[src/rtl/adder_multi_pipe.sv]
// Pipelined N-operand modular adder: a balanced tree of 2-input adders with
// a register stage after every level. It returns the exact sum split into {o_carry, o_summ}.
module adder_multi_pipe #(
  parameter int WIDTH = 32,
  parameter int N_OPS = 5
) (
  input  logic                     i_clk,
  input  logic                     i_rst,
  input  logic                     i_en,
  input  logic                     i_valid,
  input  logic [N_OPS*WIDTH-1:0]   i_ops,
  input  logic                     i_carry,
  output logic                     o_valid,
  output logic [WIDTH-1:0]         o_summ,
  output logic [$clog2(N_OPS)-1:0] o_carry
);

  localparam int LEVELS = $clog2(N_OPS);
  localparam int CW     = $clog2(N_OPS);
  localparam int NW     = WIDTH + CW;
  localparam int LAST   = LEVELS - 1;

  // Number of nodes entering tree level k: ceil(N_OPS / 2^k).
  function automatic int node_cnt(input int k);
    return (N_OPS + (1 << k) - 1) >> k;
  endfunction

  if (N_OPS < 2 || N_OPS > 16) begin : g_param_check
    $error("adder_multi_pipe: N_OPS=%0d outside legal range 2..16", N_OPS);
  end

  genvar gi, gj;
  for (gi = 0; gi < LEVELS; gi++) begin : g_lvl
    localparam int N_IN  = node_cnt(gi);
    localparam int N_OUT = node_cnt(gi + 1);

    logic [NW-1:0] w_in [N_IN];
    logic          w_vin;
    logic          r_valid;

    if (gi == 0) begin : g_src
      for (gj = 0; gj < N_IN; gj++) begin : g_op
        assign w_in[gj] = {{CW{1'b0}}, i_ops[gj*WIDTH +: WIDTH]};
      end
      assign w_vin = i_valid;
    end else begin : g_src
      for (gj = 0; gj < N_IN; gj++) begin : g_op
        assign w_in[gj] = g_lvl[gi-1].g_node[gj].r_sum;
      end
      assign w_vin = g_lvl[gi-1].r_valid;
    end

    for (gj = 0; gj < N_OUT; gj++) begin : g_node
      logic [NW-1:0] w_sum;
      logic [NW-1:0] r_sum;

      if (2*gj + 1 < N_IN) begin : g_add
        // The carry-in rides along with the very first pair.
        if (gi == 0 && gj == 0) begin : g_cin
          assign w_sum = w_in[0] + w_in[1] + NW'(i_carry);
        end else begin : g_pair
          assign w_sum = w_in[2*gj] + w_in[2*gj+1];
        end
      end else begin : g_pass
        assign w_sum = w_in[2*gj];
      end

      always_ff @(posedge i_clk) begin
        if (i_rst)
          r_sum <= '0;
        else if (i_en)
          r_sum <= w_sum;
      end
    end

    always_ff @(posedge i_clk) begin
      if (i_rst)
        r_valid <= 1'b0;
      else if (i_en)
        r_valid <= w_vin;
    end
  end

  assign o_valid           = g_lvl[LAST].r_valid;
  assign {o_carry, o_summ} = g_lvl[LAST].g_node[0].r_sum;

endmodule

[config.mk]
export PLATFORM = sky130hd
export DESIGN_NAME = adder_multi_pipe
export DESIGN_NICKNAME = d
export VERILOG_FILES = /design/src/rtl/adder_multi_pipe.sv
export SDC_FILE = /design/constraint.sdc
export NUM_CORES = 1
export LEC_CHECK = 0
export CAP_MARGIN = 20
export CORE_UTILIZATION = 46
export DETAILED_ROUTE_END_ITERATION = 10
export PLACE_DENSITY = 0.73
export SYNTH_ARGS = -nofsm -noshare
export SYNTH_HDL_FRONTEND = slang
export SYNTH_SLANG_ARGS = --single-unit
[constraint.sdc]
create_clock -name i_clk -period 5.2 [get_ports i_clk]
set_clock_uncertainty 0.1 [all_clocks]
set_input_delay 1.04 -clock i_clk [delete_from_list [all_inputs] [get_ports i_clk]]
set_output_delay 1.04 -clock i_clk [all_outputs]
set_load 0.01 [all_outputs]
---- Word level (Yosys, flattened, before mapping) ----
Cells that the tools add are included.
storage, ports and cells
  bits of input ports ..................... 165
  register bits ........................... 207
  output and inout bits ................... 36
  logic and storage cells ................. 14
cells by class
  add/subtract/negate cells ............... 5
operator list
  kind              number
  $add A32 B32 Y33  2
  $add A35 B32 Y35  1
  $add A35 B35 Y35  1
  $add A33 B1 Y34   1

---- Depth between registers and ports, before layout ----
Gate-level depths: netlist of run 1.
  word-level depth ........................ 2
  depth in mapped cells ................... 13

---- Worst setup path after synthesis of run 1 ----
Ideal clock, no wire load.
  path type ............................... input to register
  start point ............................. in i_ops[0]
  end point ............................... reg g_lvl[0].g_node[0].r_sum[32]
  buffers on the path ..................... 0
  slack ................................... 1.152 ns
  arrival time ............................ 3.817 ns
  data required time ...................... 4.969 ns
  stages .................................. 12
  cell sequence ........................... fa_1 > fa_1 > a211oi_1 > o21bai_1 > a211o_1 > o211ai_1 > a21o_1 > a21boi_1 > nor2_1 > o2111ai_1 > a2111oi_0 > nor3_1
on the way
  word-level cells in the longest chain between the ends .. 2
RTL lines
  what                  RTL line  text
  start, declared       11        input logic [N_OPS*WIDTH-1:0] i_ops,
  $add A32 B32 Y33      60        assign w_sum = w_in[0] + w_in[1] + NW'(i_carry);
  $add A33 B1 Y34       60
  end signal, assigned  72        r_sum <= w_sum;
  end, declared         55        logic [NW-1:0] r_sum;
No other way between the ends.
A chain may end at the register's enable or synchronous reset.

---- Worst setup path in the final report of run 1 ----
Ends and elaborated chain as after synthesis.

==> results of run 1 <==
[cells by family (layout without fill, tap and decap cells)]
| group | Yosys count | in the layout | synth area share |
|---|---|---|---|
| xor gates and xnor gates | 105 | 105 | 0.0697 |
| DFF | 202 | 202 | 0.307 |
| and+or+nand+nor | 458 | 458 | 0.154 |
| adders and majority gates | 133 | 133 | 0.129 |
| muxes | 116 | 116 | 0.0881 |
| buffers and inverters | 94 | 270 | 0.0271 |
| AOI/OAI and AO/OA | 461 | 461 | 0.226 |
[worst max-delay path: stages]
cell and delay (ns):
clkdlybuf4s50_1 0.43, fa_1 0.48, fa_1 0.45, a211oi_1 0.30
o21bai_1 0.15, a211o_1 0.37, o211ai_1 0.27, a21o_1 0.18
a21boi_1 0.10, nor2_1 0.23, o2111ai_1 0.22, a2111oi_0 0.44
nor3_1 0.09
[cells in the final DEF (no fill, tap or decap), drive strengths merged, types with 4 or more instances in the layout]
cell type      count
a21o              76
o211ai             8
clkbuf            24
inv               27
nand4             13
nand2b            14
nor2             207
a2111oi            5
o21bai            22
o21ai            100
nor3              20
a41oi              4
mux2i            116
o21a              20
nand3             22
clkinv            10
a21oi            136
and3              20
nand2            121
a22o               8
xor2              32
a31oi             10
or3                5
fa                 5
o31ai              9
and2               6
a211oi            24
xnor2             73
clkdlybuf4s50    198
a211o              9
dfxtp            202
ha               128
buf                9
nor2b             13
[sequential cells by signal (all words and copies together), names as in the netlist]
signal / count
g_lvl.r_valid: 2
o_valid: 1
g_lvl.g_node.r_sum: 199
[how the worst min path moves through the flow]
stage	startpoint	to	cells after the start
global route	g_lvl[2].g_node[0].r_sum[26]$_SDFFE_PP0P_	g_lvl[2].g_node[0].r_sum[26]$_SDFFE_PP0P_	2
global placement	g_lvl[2].g_node[0].r_sum[28]$_SDFFE_PP0P_	g_lvl[2].g_node[0].r_sum[28]$_SDFFE_PP0P_	2
finish	g_lvl[2].g_node[0].r_sum[28]$_SDFFE_PP0P_	g_lvl[2].g_node[0].r_sum[28]$_SDFFE_PP0P_	2
CTS	g_lvl[2].g_node[0].r_sum[26]$_SDFFE_PP0P_	g_lvl[2].g_node[0].r_sum[26]$_SDFFE_PP0P_	2
floorplan	g_lvl[0].g_node[1].r_sum[13]$_SDFFE_PP0P_	g_lvl[0].g_node[1].r_sum[13]$_SDFFE_PP0P_	2
detailed placement	g_lvl[2].g_node[0].r_sum[26]$_SDFFE_PP0P_	g_lvl[2].g_node[0].r_sum[26]$_SDFFE_PP0P_	2
[per-stage QoR]
| stage | cells | worst slack (ns) | hold WS (ns) | util |
|---|---|---|---|---|
| after global routing | 2123 | 0.510 | 0.370 | 0.577 |
| after CTS | 2122 | 0.752 | 0.359 | 0.576 |
| after detailed placement | 2087 | 0.236 | 0.345 | 0.552 |
| final | 2123 | 0.687 | 0.349 | 0.577 |
| after floorplan | 1569 | 1.15 | 0.329 | - |
| after global placement | 2087 | 0.308 | 0.339 | 0.552 |
[power breakdown]
group          total [mW]  internal, mW  leakage [nW]  switching [mW]
logic                1.20         0.574          5.21           0.629
registers            1.76          1.68          1.66          0.0866
clock network        1.48         0.875         0.344           0.605
[area by class of cell]
type / count / share of cell area
Clock buffer: 24 / 0.0351
Multi-Input combinational cell: 1273 / 0.544
Inverter: 28 / 0.00651
Tap cell: 378 / 0.0293
Sequential cell: 202 / 0.250
Clock inverter: 11 / 0.00651
Timing Repair Buffer: 207 / 0.128
[layer usage]
| layer | share of wire | up-vias | global-route usage |
|---|---|---|---|
| met2 | 0.44 | 340 | 0.352 |
| li1 | - | 5970 | - |
| met3 | 0.048 | 57 | 0.0228 |
| met4 | 0.020 | 0 | 0.0563 |
| met1 | 0.50 | 5274 | 0.309 |
| met5 | 0 | - | 0 |
==> metrics.cfg, run 1 <==
[synthesis]
ys_types=73
ys_async_sr_fraction=0
yosysTopAreaCell=dfxtp_1
synth_most_common_cell=nor2_1
synth-seq-cells=202
synth_flop_cell=dfxtp_1
syn-instance-count=1569
yosysSeqAreaShare=0.307
synthTopCellsByArea=dfxtp_1, ha_1, mux2i_1
yosysWarningCount=0
avgSynthCellArea_um2=8.40
syn-num-nets=1867
synth_edf_count=0
synth_area_um2=13200
ys_top_cells_by_count=nor2_1, dfxtp_1, a21oi_1
synthDominantCellAreaShare=0.307

[clocking]
ctsResizeCount=0
clock_tree.htree_level_count=1
root_buffer=clkbuf_16
cts_sinks=202
clockBufferDepth=3
cts_tree=built
cts_made_buffers=21
holdBufCountCts=0
path_clk_slew_ns=0.06
cts_setup_buffers=0
insertion_delay_ns=0.50

[power]
finalPower_mw=4.45
max-vdd-ir-drop_v=0.000157
power_leakage_nw=7.21
power_density_nw_per_um2=275

[setup_path]
worst-r2r-cell-count=13
endpoint=g_lvl[0].g_node[0].r_sum[32]$_SDFFE_PP0P_
setup.worst_path.class=in2reg
required_ns=5.44
cp_data_arrival_time_ns=4.76
regToRegEndpoint=g_lvl[2].g_node[0].r_sum[32]$_SDFFE_PP0P_
start_kind=primary input
r2r-start=g_lvl[1].g_node[0].r_sum[0]$_SDFFE_PP0P_
rrSetupSlack_ns=1.88
end_kind=register
path_max_fanout=4
crit_path_start=i_ops[0]

[die]
start_util=0.471
die_height_um=171
ios=201
core_region_area_um2=28000
die_x_um=171
dieArea_um2=29300
num_rows=61

[timing]
max_freq_mhz=222
max_slew_margin=0.343
setup_viol=0
min_period_ns=4.51
fin_crit_sh=0.868
rsz0062_at_grt=no
hold_viol_final=0
slew_viol_final=0
worst_pin_slew_ns=0.985
fin_setup_tns_ns=0

[global_route]
grt_start_max_net_pins=91
overflow=0
grt_pass1_wl_um=52400
track_usage=0.218
antenna_found_initial=0
grt_pass1_vias=10900

[cells_and_area]
n_fill_cell=2517
antenna_cells=0
drive_gt1_frac=0.0367
syn2layout_area_growth_pct=22.5
multi_input_area_um2=8790
fin_nets=2031
design_area_um2=16200
ff_latch_area_um2=4040

[place]
io_buffers=200
dpl_cell_area_um2=15500
gp_routability_congestion=0.918
hpwl_um=24100

[routing]
dr.pass1.iters=5
drtAntennaViolNets=0
wl_per_cell_um=15.2
drc=0
vias=11600
totalWireLength_um=32300
vias_per_cell=5.48
drtIter0Drc=708

[run_status]
outcome=complete, no violations

[flow_run]
cap_violations=0

[hold_path]
hp-class=reg2reg

(Power assumes the default switching activity.)
==> run 2, diff against run 1 <==
SKIP_LAST_GASP = 1   (was not set)
==> results of run 2 <==
Final layout, timing and power as in run 1 (identical DEF).
==> run 3, diff against run 2 <==
CORE_MARGIN = 3   (was not set)
PLACE_DENSITY = 0.75   (was 0.73)
clock period = 3.62 ns   (was 5.2 ns; I/O delays follow)
==> metrics.cfg, run 3 (synthesized netlist as in run 1, its figures left out) <==
[run_status]
outcome=complete, no violations

[power]
combinationalPowerShare=0.272
internal-power_mw=4.76
power_leakage_nw=7.53
max-vdd-ir-drop_v=0.000277
p_sw_mw=1.96
swShare=0.292
clkPwrFrac=0.351
p_seq_frac=0.378
power_density_nw_per_um2=402

[die]
core_region_area_um2=28000
die_height_um=175
ios=201
start_util=0.471
num_rows=61
die_x_um=175
dieArea_um2=30700

[setup_path]
worst-r2r-cell-count=13
start_kind=primary input
regToRegEndpoint=g_lvl[2].g_node[0].r_sum[32]$_SDFFE_PP0P_
r2r-start=g_lvl[1].g_node[0].r_sum[0]$_SDFFE_PP0P_
setup.worst_path.class=in2reg
slowest_stage=clkdlybuf4s50_1
path_max_fanout=3
cpMostUsedCell=a21o_1
cp_data_arrival_time_ns=3.73
required_ns=3.91
end_kind=register
rrSetupSlack_ns=0.27
cpPeakStageDelay_ns=0.40
crit_chain=clkdlybuf4s50_1 > ha_1 > fa_1 > a21o_1 > a21o_1 > a211oi_4 > a22oi_2 > a211oi_2 > o21ai_2 > a211oi_1 > o21ba_2 > nor2_1 > o41a_1

[timing]
setup_viol=0
min_period_ns=3.44
hold_viol_final=0
slew_viol_final=0
worst_pin_slew_ns=0.606
hold_ws_ns=0.346
fin_crit_sh=0.950
max_slew_margin=0.596
max_freq_mhz=291

[clocking]
holdBufCountCts=0
clock_tree.htree_level_count=1
path_clk_slew_ns=0.06
root_buffer=clkbuf_16
cts_tree=built
clockBufferDepth=3
cts_made_buffers=22
cts_sinks=202
insertion_delay_ns=0.50

[place]
io_buffers=200
hpwl_um=25600
gp_routability_congestion=0.902

[routing]
vias=11900
drc=0
dr.pass1.iters=5
highest_layer=met4
drtIter0Drc=578
vias_per_cell=5.44
dr_wl_met3_um=1780
dr_wl_met2_um=15200
totalWireLength_um=34000
met1Wirelength_um=16500
drtAntennaViolNets=0
wl_per_cell_um=15.6

[cells_and_area]
fin_util=0.596
regMostFlops=g_lvl.g_node.r_sum
syn2layout_area_growth_pct=26.6
largest_reg_flops=199
fin_nets=2083
drive_gt1_frac=0.0683
layout_common_cells=nor2_1, dfxtp_1, clkdlybuf4s50_1
antenna_cells=0
final_common_cell=nor2_1

[global_route]
antenna_found_initial=0
grt_start_max_net_pins=130
grt_pass1_vias=11600
overflow=0
grt_pass1_wl_um=56200
track_usage=0.215

[hold_path]
hp-class=reg2reg
hp-start=g_lvl[2].g_node[0].r_sum[30]$_SDFFE_PP0P_
worstHoldEndpoint=g_lvl[2].g_node[0].r_sum[30]$_SDFFE_PP0P_
whs_path_depth=2

[flow_run]
cap_violations=0

## run 3: metrics by stage
step	power, mW	setup TNS (ns)	instances	worst slack, ns	cell area [um2]
after detailed placement	4.37	-7.70	2135	-0.793	15900
after global placement	4.33	-6.51	2135	-0.748	15900
after global routing	7.10	-0.0161	2178	-0.0161	16700
after floorplan	3.74	0	1569	0.00475	13200
final	6.72	0	2178	0.180	16700
after CTS	6.76	0	2175	0.0147	16600
## run 3: final cells by class
type                            instances  area [um2]
Tap cell                              378         473
Clock buffer                           31         646
Clock inverter                          8         121
Fill cell                            2489       11300
Sequential cell                       202        4040
Inverter                               28         105
Timing Repair Buffer                  258        2470
Multi-Input combinational cell       1273        8840
## run 3: routing by layer
layer	vias up	track usage
met4	0	0.0392
met3	35	0.0279
li1	6081	-
met5	-	0
met1	5450	0.302
met2	293	0.357
## run 3: how the worst max path moves through the flow
stage | depth (start not counted) | start | end | slack (ns)
after detailed placement | 13 | i_ops[0] | g_lvl[0].g_node[0].r_sum[32]$_SDFFE_PP0P_ | -0.79
final | 13 | i_ops[64] | g_lvl[0].g_node[1].r_sum[32]$_SDFFE_PP0P_ | 0.18
after global placement | 13 | i_ops[0] | g_lvl[0].g_node[0].r_sum[32]$_SDFFE_PP0P_ | -0.75
after global routing | 13 | i_ops[0] | g_lvl[0].g_node[0].r_sum[32]$_SDFFE_PP0P_ | -0.02
after CTS | 13 | i_carry | g_lvl[0].g_node[0].r_sum[32]$_SDFFE_PP0P_ | 0.01
after floorplan | 12 | i_ops[0] | g_lvl[0].g_node[0].r_sum[32]$_SDFFE_PP0P_ | 0.005
## run 3: worst max-delay path, delay by kind of cell
| family | cells | cell delay (ns) |
|---|---|---|
| buffers and inverters | 1 | 0.40 |
| AO/OA/AOI/OAI | 9 | 1.92 |
| AND/OR/NAND/NOR | 1 | 0.05 |
| adder cells (fa/ha/maj) | 2 | 0.62 |
## run 3: timing repair
| item | CTS | global route |
|---|---|---|
| resized for setup | 4 | 8 |
| setup buffers | 1 | 3 |
| pin swaps | 8 | 11 |
| cloned | 0 | 0 |
| endpoints found under the hold margin | 0 | 0 |
| setup endpoints to repair | 3 | 7 |
## run 3: power groups by stage
stage | sequential [mW] | clock, mW | combinational [mW]
floorplan | 2.54 | 0 | 1.19
global placement | 2.58 | 0 | 1.75
detailed placement | 2.58 | 0 | 1.79
CTS | 2.54 | 2.41 | 1.81
global route | 2.56 | 2.51 | 2.02
finish | 2.54 | 2.36 | 1.83
